===== src/rtl/seg_streamer.sv =====
// seg_streamer: buffers path points, pairs consecutive points into segments, strobes in_val once per segment.
// Latency 2 cycles from second point accepted to in_val; seg_ready low holds S_WAIT, pt_ready = !full.

module seg_fifo #(
  parameter int W     = 25,
  parameter int DEPTH = 16
) (
  input  logic         clk,
  input  logic         reset,
  input  logic         push_i,
  input  logic [W-1:0] wdat_i,
  input  logic         pop_i,
  output logic [W-1:0] rdat_o,
  output logic         full_o,
  output logic         empty_o
);
  localparam int AW = $clog2(DEPTH);
  localparam int NW = AW + 1;
  localparam logic [NW-1:0] FULL_CNT = NW'(DEPTH);

  logic [W-1:0]  mem_q [DEPTH];
  logic [AW-1:0] wr_ptr_q, wr_ptr_d;
  logic [AW-1:0] rd_ptr_q, rd_ptr_d;
  logic [NW-1:0] cnt_q, cnt_d;
  logic          do_push, do_pop;

  assign full_o  = (cnt_q == FULL_CNT);
  assign empty_o = (cnt_q == '0);
  assign do_push = push_i && !full_o;
  assign do_pop  = pop_i && !empty_o;
  assign rdat_o  = mem_q[rd_ptr_q];

  always_comb begin
    wr_ptr_d = wr_ptr_q;
    rd_ptr_d = rd_ptr_q;
    cnt_d    = cnt_q;
    // Pointers are AW bits wide, so the increment wraps modulo DEPTH.
    if (do_push) wr_ptr_d = wr_ptr_q + AW'(1);
    if (do_pop)  rd_ptr_d = rd_ptr_q + AW'(1);
    case ({do_push, do_pop})
      2'b10:   cnt_d = cnt_q + NW'(1);
      2'b01:   cnt_d = cnt_q - NW'(1);
      default: cnt_d = cnt_q;
    endcase
  end

  always_ff @(posedge clk) begin
    if (do_push) mem_q[wr_ptr_q] <= wdat_i;
  end

  always_ff @(posedge clk) begin
    if (reset) begin
      wr_ptr_q <= '0;
      rd_ptr_q <= '0;
      cnt_q    <= '0;
    end else begin
      wr_ptr_q <= wr_ptr_d;
      rd_ptr_q <= rd_ptr_d;
      cnt_q    <= cnt_d;
    end
  end
endmodule

module seg_streamer #(
  parameter int COORD_W = 8,
  parameter int DEPTH   = 16
) (
  input  logic               clk,
  input  logic               reset,
  input  logic               pt_valid,
  output logic               pt_ready,
  input  logic [COORD_W-1:0] pt_x,
  input  logic [COORD_W-1:0] pt_y,
  input  logic [COORD_W-1:0] pt_z,
  input  logic               pt_last,
  input  logic               seg_ready,
  output logic               in_val,
  output logic [COORD_W-1:0] x1,
  output logic [COORD_W-1:0] y1,
  output logic [COORD_W-1:0] z1,
  output logic [COORD_W-1:0] x2,
  output logic [COORD_W-1:0] y2,
  output logic [COORD_W-1:0] z2,
  output logic [7:0]         seg_id,
  output logic [7:0]         dropped,
  output logic               idle
);
  typedef struct packed {
    logic [COORD_W-1:0] x;
    logic [COORD_W-1:0] y;
    logic [COORD_W-1:0] z;
  } xyz_t;

  typedef struct packed {
    xyz_t p;
    logic last;
  } pt_t;

  typedef enum logic [1:0] {
    S_FETCH = 2'd0,
    S_WAIT  = 2'd1,
    S_PULSE = 2'd2
  } state_t;

  state_t     state_q, state_d;
  xyz_t       prev_q, prev_d;
  logic       have_prev_q, have_prev_d;
  xyz_t       seg_a_q, seg_a_d;
  xyz_t       seg_b_q, seg_b_d;
  logic       in_val_q, in_val_d;
  logic [7:0] seg_id_q, seg_id_d;
  logic [7:0] dropped_q, dropped_d;

  pt_t  wr_pt, head;
  logic fifo_full, fifo_empty, pop;

  assign wr_pt = '{p: '{x: pt_x, y: pt_y, z: pt_z}, last: pt_last};

  seg_fifo #(
    .W     ($bits(pt_t)),
    .DEPTH (DEPTH)
  ) u_fifo (
    .clk     (clk),
    .reset   (reset),
    .push_i  (pt_valid),
    .wdat_i  (wr_pt),
    .pop_i   (pop),
    .rdat_o  (head),
    .full_o  (fifo_full),
    .empty_o (fifo_empty)
  );

  always_comb begin
    state_d     = state_q;
    prev_d      = prev_q;
    have_prev_d = have_prev_q;
    seg_a_d     = seg_a_q;
    seg_b_d     = seg_b_q;
    in_val_d    = 1'b0;
    seg_id_d    = seg_id_q;
    dropped_d   = dropped_q;
    pop         = 1'b0;
    case (state_q)
      S_FETCH: begin
        if (!fifo_empty) begin
          pop = 1'b1;
          if (!have_prev_q) begin
            prev_d      = head.p;
            have_prev_d = !head.last;
            // A path that opens and closes on the same point has no segment.
            if (head.last && (dropped_q != 8'hFF)) dropped_d = dropped_q + 8'd1;
          end else if (head.p == prev_q) begin
            have_prev_d = !head.last;
          end else begin
            seg_a_d     = prev_q;
            seg_b_d     = head.p;
            prev_d      = head.p;
            have_prev_d = !head.last;
            state_d     = S_WAIT;
          end
        end
      end
      S_WAIT: begin
        if (seg_ready) begin
          in_val_d = 1'b1;
          seg_id_d = seg_id_q + 8'd1;
          state_d  = S_PULSE;
        end
      end
      S_PULSE: begin
        state_d = S_FETCH;
      end
      default: begin
        state_d = S_FETCH;
      end
    endcase
  end

  always_ff @(posedge clk) begin
    if (reset) begin
      state_q     <= S_FETCH;
      prev_q      <= '0;
      have_prev_q <= 1'b0;
      seg_a_q     <= '0;
      seg_b_q     <= '0;
      in_val_q    <= 1'b0;
      seg_id_q    <= '0;
      dropped_q   <= '0;
    end else begin
      state_q     <= state_d;
      prev_q      <= prev_d;
      have_prev_q <= have_prev_d;
      seg_a_q     <= seg_a_d;
      seg_b_q     <= seg_b_d;
      in_val_q    <= in_val_d;
      seg_id_q    <= seg_id_d;
      dropped_q   <= dropped_d;
    end
  end

  assign pt_ready = !fifo_full;
  assign in_val   = in_val_q;
  assign x1       = seg_a_q.x;
  assign y1       = seg_a_q.y;
  assign z1       = seg_a_q.z;
  assign x2       = seg_b_q.x;
  assign y2       = seg_b_q.y;
  assign z2       = seg_b_q.z;
  assign seg_id   = seg_id_q;
  assign dropped  = dropped_q;
  assign idle     = fifo_empty && (state_q == S_FETCH) && !in_val_q;
endmodule


===== config.mk =====
export PLATFORM = sky130hd
export DESIGN_NAME = seg_streamer
export DESIGN_NICKNAME = d
export VERILOG_FILES = /design/src/rtl/seg_streamer.sv
export SDC_FILE = /design/constraint.sdc
export NUM_CORES = 1
export LEC_CHECK = 0
export CORE_MARGIN = 1
export CORE_UTILIZATION = 50
export CTS_BUF_LIST = sky130_fd_sc_hd__clkbuf_16
export CTS_CLUSTER_SIZE = 16
export DETAILED_ROUTE_END_ITERATION = 8
export GPL_TIMING_DRIVEN = 0
export PLACE_DENSITY = 0.82
export SYNTH_ARGS = -nofsm -noshare
export SYNTH_HDL_FRONTEND = slang
export SYNTH_SLANG_ARGS = --single-unit
export TNS_END_PERCENT = 20

===== constraint.sdc =====
create_clock -name clk -period 3.89 [get_ports clk]
set_input_delay 0.9725 -clock clk [delete_from_list [all_inputs] [get_ports clk]]
set_output_delay 0.9725 -clock clk [all_outputs]
set_load 0.01 [all_outputs]

==> flow_summary.toml, run 1 <==
[status]
run_status = "finished, final reports clean"

[floorplan]
number_of_primary_i_o_pins = 96
die_area_sq_um = 42200
chipWidth_um = 205
die_height_um = 205
initial_utilization_pct = 50.7
coreArea_sq_um = 40800
placementRows = 74

[logic_synthesis]
synth.distinct_cells = 64
post_synth.cell_area_avg_sq_um = 16.0
netlist.area_leader.share_pct = 58.1
yosysTopAreaCell = "edfxtp_1"
synth_fp_nets = 1335
synth.ff_latch_count = 509
synth_async_sr_flop_share_pct = 0
number_of_enable_flip_flop_cells_after_synthesis = 400
syn_inst = 1294
netlist_area_sq_um = 20700
largest_cells_by_area_after_synthesis = "edfxtp_1, dfxtp_1, mux4_2"
most_used_flip_flop_cell_after_synthesis = "edfxtp_1"
seq_area_frac_synth_pct = 68.6
synth-warning-count = 0

[setup_path]
timing.reg2reg.worst_path_depth = 11
r2r_slack_ns = 0.11
worstSetupPathType = "reg2reg"
critical_path.max_fanout = 10
nature_of_the_critical_path_endpoint = "register"
timing.rr.end = "z2[0]"
cp.required_ns = 4.31
worstSetupStartpointType = "register"
arrival_ns = 4.20

[sta]
tightest_slew_ns = 0.780
final_critical_path_setup_slack_ns = 0.114
slew_violations = 0
timing.fmax_mhz = 265
finalSetupTns_ns = 0
timing_hold_violations_final = 0
skew_ns = 0.0190
whs_ns = 0.454
final-setup-viol-count = 0
maxSlewHeadroom_pct = 47.7
final_min_period_over_clock_period_pct = 97.1
min_period_ns = 3.78

[finish]
n_fill_cell = 2872
final_layout_size_suffix_gt1_share_pct = 17.6
finalNonFillerCells = 2029
final_cell_mix = "edfxtp_1, dfxtp_1, mux2i_1, nand2_1, clkdlybuf4s50_1"
layout.area.seq_sq_um = 14200
nets = 1501
multiInputGateArea_sq_um = 6260
areaGrowthSynthToFinish_pct = 18.2
final_common_cell = "edfxtp_1"

[place]
port_buffers = 95
place.detailed.instances = 1945
post-dp-hpwl_um = 34800
dpl_worst_slack_ns = -0.339
place_congestion = 0.944

[grt]
global_route_wire_length_before_repair_um = 77300
pin_count_of_the_biggest_net_entering_global_routing = 26
first_global_vias = 12400
globalRouteOverflowTotal = 0
grt_antenna_before_repair = 2
global_route_usage_over_all_layers_pct = 25.5

[clock_tree]
post_cts_hold_buffer_count = 0
cts_made_buffers = 48
clk_latency_ns = 0.57
clock_tree.root_cell = "clkbuf_16"
clock_transition_at_the_registers_of_the_reported_paths_ns = 0.06
htree_num_levels = 2
cts_tree = "yes"
numClockSinks = 509
clockBufferDepth = 3

[detailed_routing]
detail_route.wirelength_um = 54400
detail_route.iter0.violations = 1528
avgRoutedWirePerCell_um = 26.8
postRouteAntennaNets = 0
routed-via-count = 12500
route.detailed.drc = 0
detailed_routing_iterations_pass_1 = 5
vias_per_cell = 6.18

[hold_path]
min-delay-start = "x2[4]"
hold_end = "x2[4]"
worstHoldPathType = "reg2reg"
hold_depth = 2

[pwr]
power_leakage_nw = 8.05
power_density_nw_per_um2 = 655
ir_drop_v = 0.000360

[run]
drv.max_cap_violation_count = 0
-- registers in the layout, indices dropped and copies added, names as in the netlist, 5 cells and up, named ones only --
signal,cells
u_fifo.mem_q,400
prev_q,24
dropped,8
seg_id,8
x1,8
x2,8
y1,8
y2,8
z1,8
z2,8
u_fifo.cnt_q,5
-- cell usage after synthesis, drive strengths merged, types with 3 or more instances --
cell type,n
nor2,93
a211oi,3
nor4,5
clkbuf,40
nor2b,4
and2,8
and3,7
nor3,13
o211ai,6
xor2,34
a21oi,26
o31ai,3
or3,5
nand3,18
mux2,18
mux4,82
a21bo,4
mux2i,119
and3b,3
a31oi,4
edfxtp,400
nand2b,6
nand2,101
dfxtp,109
buf,42
xnor2,33
ha,11
o21ai,28
nor3b,4
a22oi,6
o22ai,8
inv,10
a22o,7
nand4,8
-- metrics by stage --
stage	instance area, sq um	util (%)	power, mW
final	24500	59.9	16.0
after global routing	24400	59.9	16.5
after CTS	24300	59.6	15.8
after detailed placement	22800	55.9	11.4
after global placement	22300	54.6	11.2
after floorplan	20700	-	9.82
-- area by class of cell --
type                    instances  area share [%]
clock inverters                36           0.988
inverters                      10           0.154
clock buffers                  50            5.12
plain buffers                  79            1.86
multi-input cells             693            25.6
diodes                          1          0.0102
flip-flops and latches        509            58.0
repair buffers                119            5.50
well taps                     532            2.72
-- power by group --
group,total [mW],switching (mW),internal [mW]
clock network,4.46,2.00,2.47
registers,6.51,0.258,6.25
logic,5.03,2.85,2.18
total,16.0,5.10,10.9
-- worst max-delay path by stage --
| stage | cells past startpoint | to |
|---|---|---|
| final | 11 | z2[0] |
| after global routing | 15 | z2[0] |
| after CTS | 13 | z2[0] |
| after global placement | 5 | u_fifo.mem_q[0][23] |
| after floorplan | 4 | u_fifo.mem_q[3][0] |
| after detailed placement | 14 | z2[0] |
-- what timing repair did --
item | in CTS | in global routing
gates resized for setup | 11 | 26
pin swaps | 0 | 1
buffers inserted | 0 | 0
setup endpoints to repair | 73 | 53
-- cell families (layout without fill, tap and decap cells) --
logic type / Yosys count / after routing / share of synthesized area (%)
buffers and inverters: 92 / 294 / 2.26
muxes: 219 / 219 / 15.7
and+or+nand+nor: 280 / 280 / 6.10
other: 0 / 1 / 0
AOI/OAI and AO/OA: 115 / 115 / 3.72
DFF: 509 / 509 / 68.6
xor gates and xnor gates: 67 / 67 / 2.84
adders and majority gates: 12 / 12 / 0.762
-- layer usage --
metal	track usage, %	routed length (um)
met5	0	12
met4	11.2	2110
met3	4.93	5270
met2	42.3	26200
met1	32.5	20800
-- worst max-delay path: stages, from the launching register on --
cell and delay [ns]:
dfxtp_1 0.57, buf_2 0.40, mux4_2 0.58, a211oi_1 0.44
a21oi_2 0.15, xor2_1 0.19, nor4_2 0.41, a31oi_1 0.16
clkbuf_4 0.23, buf_4 0.22, mux2i_1 0.21, nor2_1 0.07
No activity file was read; power rests on OpenSTA's default activity.
==> run 2, diff against run 1 <==
--- a/config.mk
+++ b/config.mk
@@ -12,6 +12,7 @@
 export DETAILED_ROUTE_END_ITERATION = 8
 export GPL_TIMING_DRIVEN = 0
 export PLACE_DENSITY = 0.82
+export SKIP_CTS_REPAIR_TIMING = 1
 export SYNTH_ARGS = -nofsm -noshare
 export SYNTH_HDL_FRONTEND = slang
 export SYNTH_SLANG_ARGS = --single-unit
==> run 2 against run 1 <==
Register-to-register slack lost 0.04 ns. Die area is the same. Cell count is essentially flat. Setup slack lost 0.039 ns. Wire length shrank 1.1%. Sequential cell count is the same. Sequential power is essentially flat. Critical path type unchanged. Combinational power is essentially flat. Count of clock-buffer cells in the layout is the same. Total power grew 0.12%. Critical path depth grew 4. First-iteration DRC count shrank 6.7%.
==> flow_summary.toml, run 2 (same netlist as run 1, synthesis figures left out) <==
[place]
placedInstanceArea_sq_um = 22800
place_congestion = 0.944
post-dp-hpwl_um = 34800
port_buffers = 95

[pwr]
power_density_nw_per_um2 = 655
ir_drop_v = 0.000321
power_leakage_nw = 8.06

[status]
run_status = "finished, final reports clean"

[setup_path]
cp_top_family = "buffers and inverters"
r2r_slack_ns = 0.07
worstSetupEndpoint = "z2[0]"
worstSetupPathType = "reg2reg"
critical_path.max_fanout = 10
nature_of_the_critical_path_endpoint = "register"
arrival_ns = 4.24
timing.reg2reg.worst_path_depth = 15
cp_common_cell = "buf_6"
timing.rr.end = "z2[0]"
cp_num_buf_inv = 6
slowest_stage = "nor4bb_4"
path_cells = "buf_6 > buf_6 > buf_6 > buf_6 > mux4_2 > mux2i_4 > xor2_1 > nand2_1 > a22oi_1 > nor4bb_4 > a31oi_1 > clkbuf_4 > buf_4 > mux2i_1 > nor2_1"
cp.required_ns = 4.32
path_depth = 15
worstSetupStartpointType = "register"
critPathMaxStageDelay_ns = 0.38

[clock_tree]
htree_num_levels = 2
clockBufferDepth = 3
clk_latency_ns = 0.57
clock_tree.root_cell = "clkbuf_16"
cts_tree = "yes"
clock_transition_at_the_registers_of_the_reported_paths_ns = 0.06
numClockSinks = 509
cts_made_buffers = 48

[floorplan]
coreArea_sq_um = 40800
die_height_um = 205
die_area_sq_um = 42200
initial_utilization_pct = 50.7
placementRows = 74
chipWidth_um = 205
number_of_primary_i_o_pins = 96

[detailed_routing]
detail_route.iter0.violations = 1425
detailed_routing_iterations_pass_1 = 5
route.detailed.drc = 0
detail_route.wirelength_um = 53800
vias_per_cell = 6.11
postRouteAntennaNets = 0
routed-via-count = 12400
avgRoutedWirePerCell_um = 26.5

[grt]
global_route_wire_length_before_repair_um = 77200
pin_count_of_the_biggest_net_entering_global_routing = 26
first_global_vias = 12400
globalRouteOverflowTotal = 0
global_route_usage_over_all_layers_pct = 25.4
grt_antenna_before_repair = 2

[finish]
areaGrowthSynthToFinish_pct = 18.3
post-route-cell-area_sq_um = 24500
largest_register_ffs = 400
final_layout_size_suffix_gt1_share_pct = 18.0
biggestRegsByFlops = "u_fifo.mem_q (400), prev_q (24)"
finalCoreUtilization_pct = 60.0
max_flop_register = "u_fifo.mem_q"
n_fill_cell = 2880
final_cell_mix = "edfxtp_1, dfxtp_1, mux2i_1, nand2_1, clkdlybuf4s50_1"
nets = 1503
final_common_cell = "edfxtp_1"

[sta]
skew_ns = 0.0168
tightest_slew_ns = 0.778
whs_ns = 0.454
slew_violations = 0
timing_hold_violations_final = 0
timing.fmax_mhz = 262
min_period_ns = 3.82
final-setup-viol-count = 0
final_min_period_over_clock_period_pct = 98.1
maxSlewHeadroom_pct = 47.8

[hold_path]
worstHoldPathType = "reg2reg"

[run]
drv.max_cap_violation_count = 0
## run 2: tightest hold or removal path, delay by kind of cell, from the launching register on
family | cells | cell delay [ns]
and+or+nand+nor | 1 | 0.05
AOI/OAI and AO/OA | 1 | 0.05
DFF | 1 | 0.31
## run 2: layer usage
metal	track usage [%]	vias up	wire, um
met5	0	-	12
met4	12.0	2	2080
met3	5.24	141	5560
met2	41.9	820	25700
met1	32.2	6183	20400
li1	-	5262	-
## run 2: final cells by class
class | count | area [sq um] | share of cell area, %
repair buffers | 119 | 1350 | 5.49
inverters | 10 | 37.5 | 0.153
multi-input cells | 693 | 6280 | 25.6
flip-flops and latches | 509 | 14200 | 58.0
diodes | 1 | 2.50 | 0.0102
clock inverters | 36 | 241 | 0.986
clock buffers | 50 | 1250 | 5.11
plain buffers | 81 | 465 | 1.90
well taps | 532 | 666 | 2.72
## run 2: how the worst min path moves through the flow
stage | start | to | slack (ns) | cells after the start
2_1_floorplan | prev_q[8] | prev_q[8] | 0.46 | 2
3_3_place_gp | x2[2] | x2[2] | 0.44 | 2
3_5_place_dp | x2[4] | x2[4] | 0.44 | 2
4_1_cts | x2[4] | x2[4] | 0.45 | 2
5_1_grt | x2[2] | x2[2] | 0.49 | 2
6_report | x2[4] | x2[4] | 0.45 | 2
## run 2: per-stage QoR
step                      setup TNS (ns)  setup slack, ns  total power, mW  std cells
final                                  0           0.0748             16.0       2031
after global routing              -0.181          -0.0651             16.6       2030
after CTS                         -16.83           -0.374             15.8       2031
after detailed placement          -14.44           -0.339             11.4       1945
after global placement           -530.67            -2.62             11.2       1921
after floorplan                        0            0.196             9.82       1294
## run 2: power by group
group / total (mW) / internal, mW / switching (mW) / leakage [nW]
clock: 4.48 / 2.47 / 2.01 / 0.765
combinational: 5.04 / 2.19 / 2.85 / 2.80
sequential: 6.51 / 6.25 / 0.256 / 4.50
total: 16.0 / 10.9 / 5.12 / 8.06
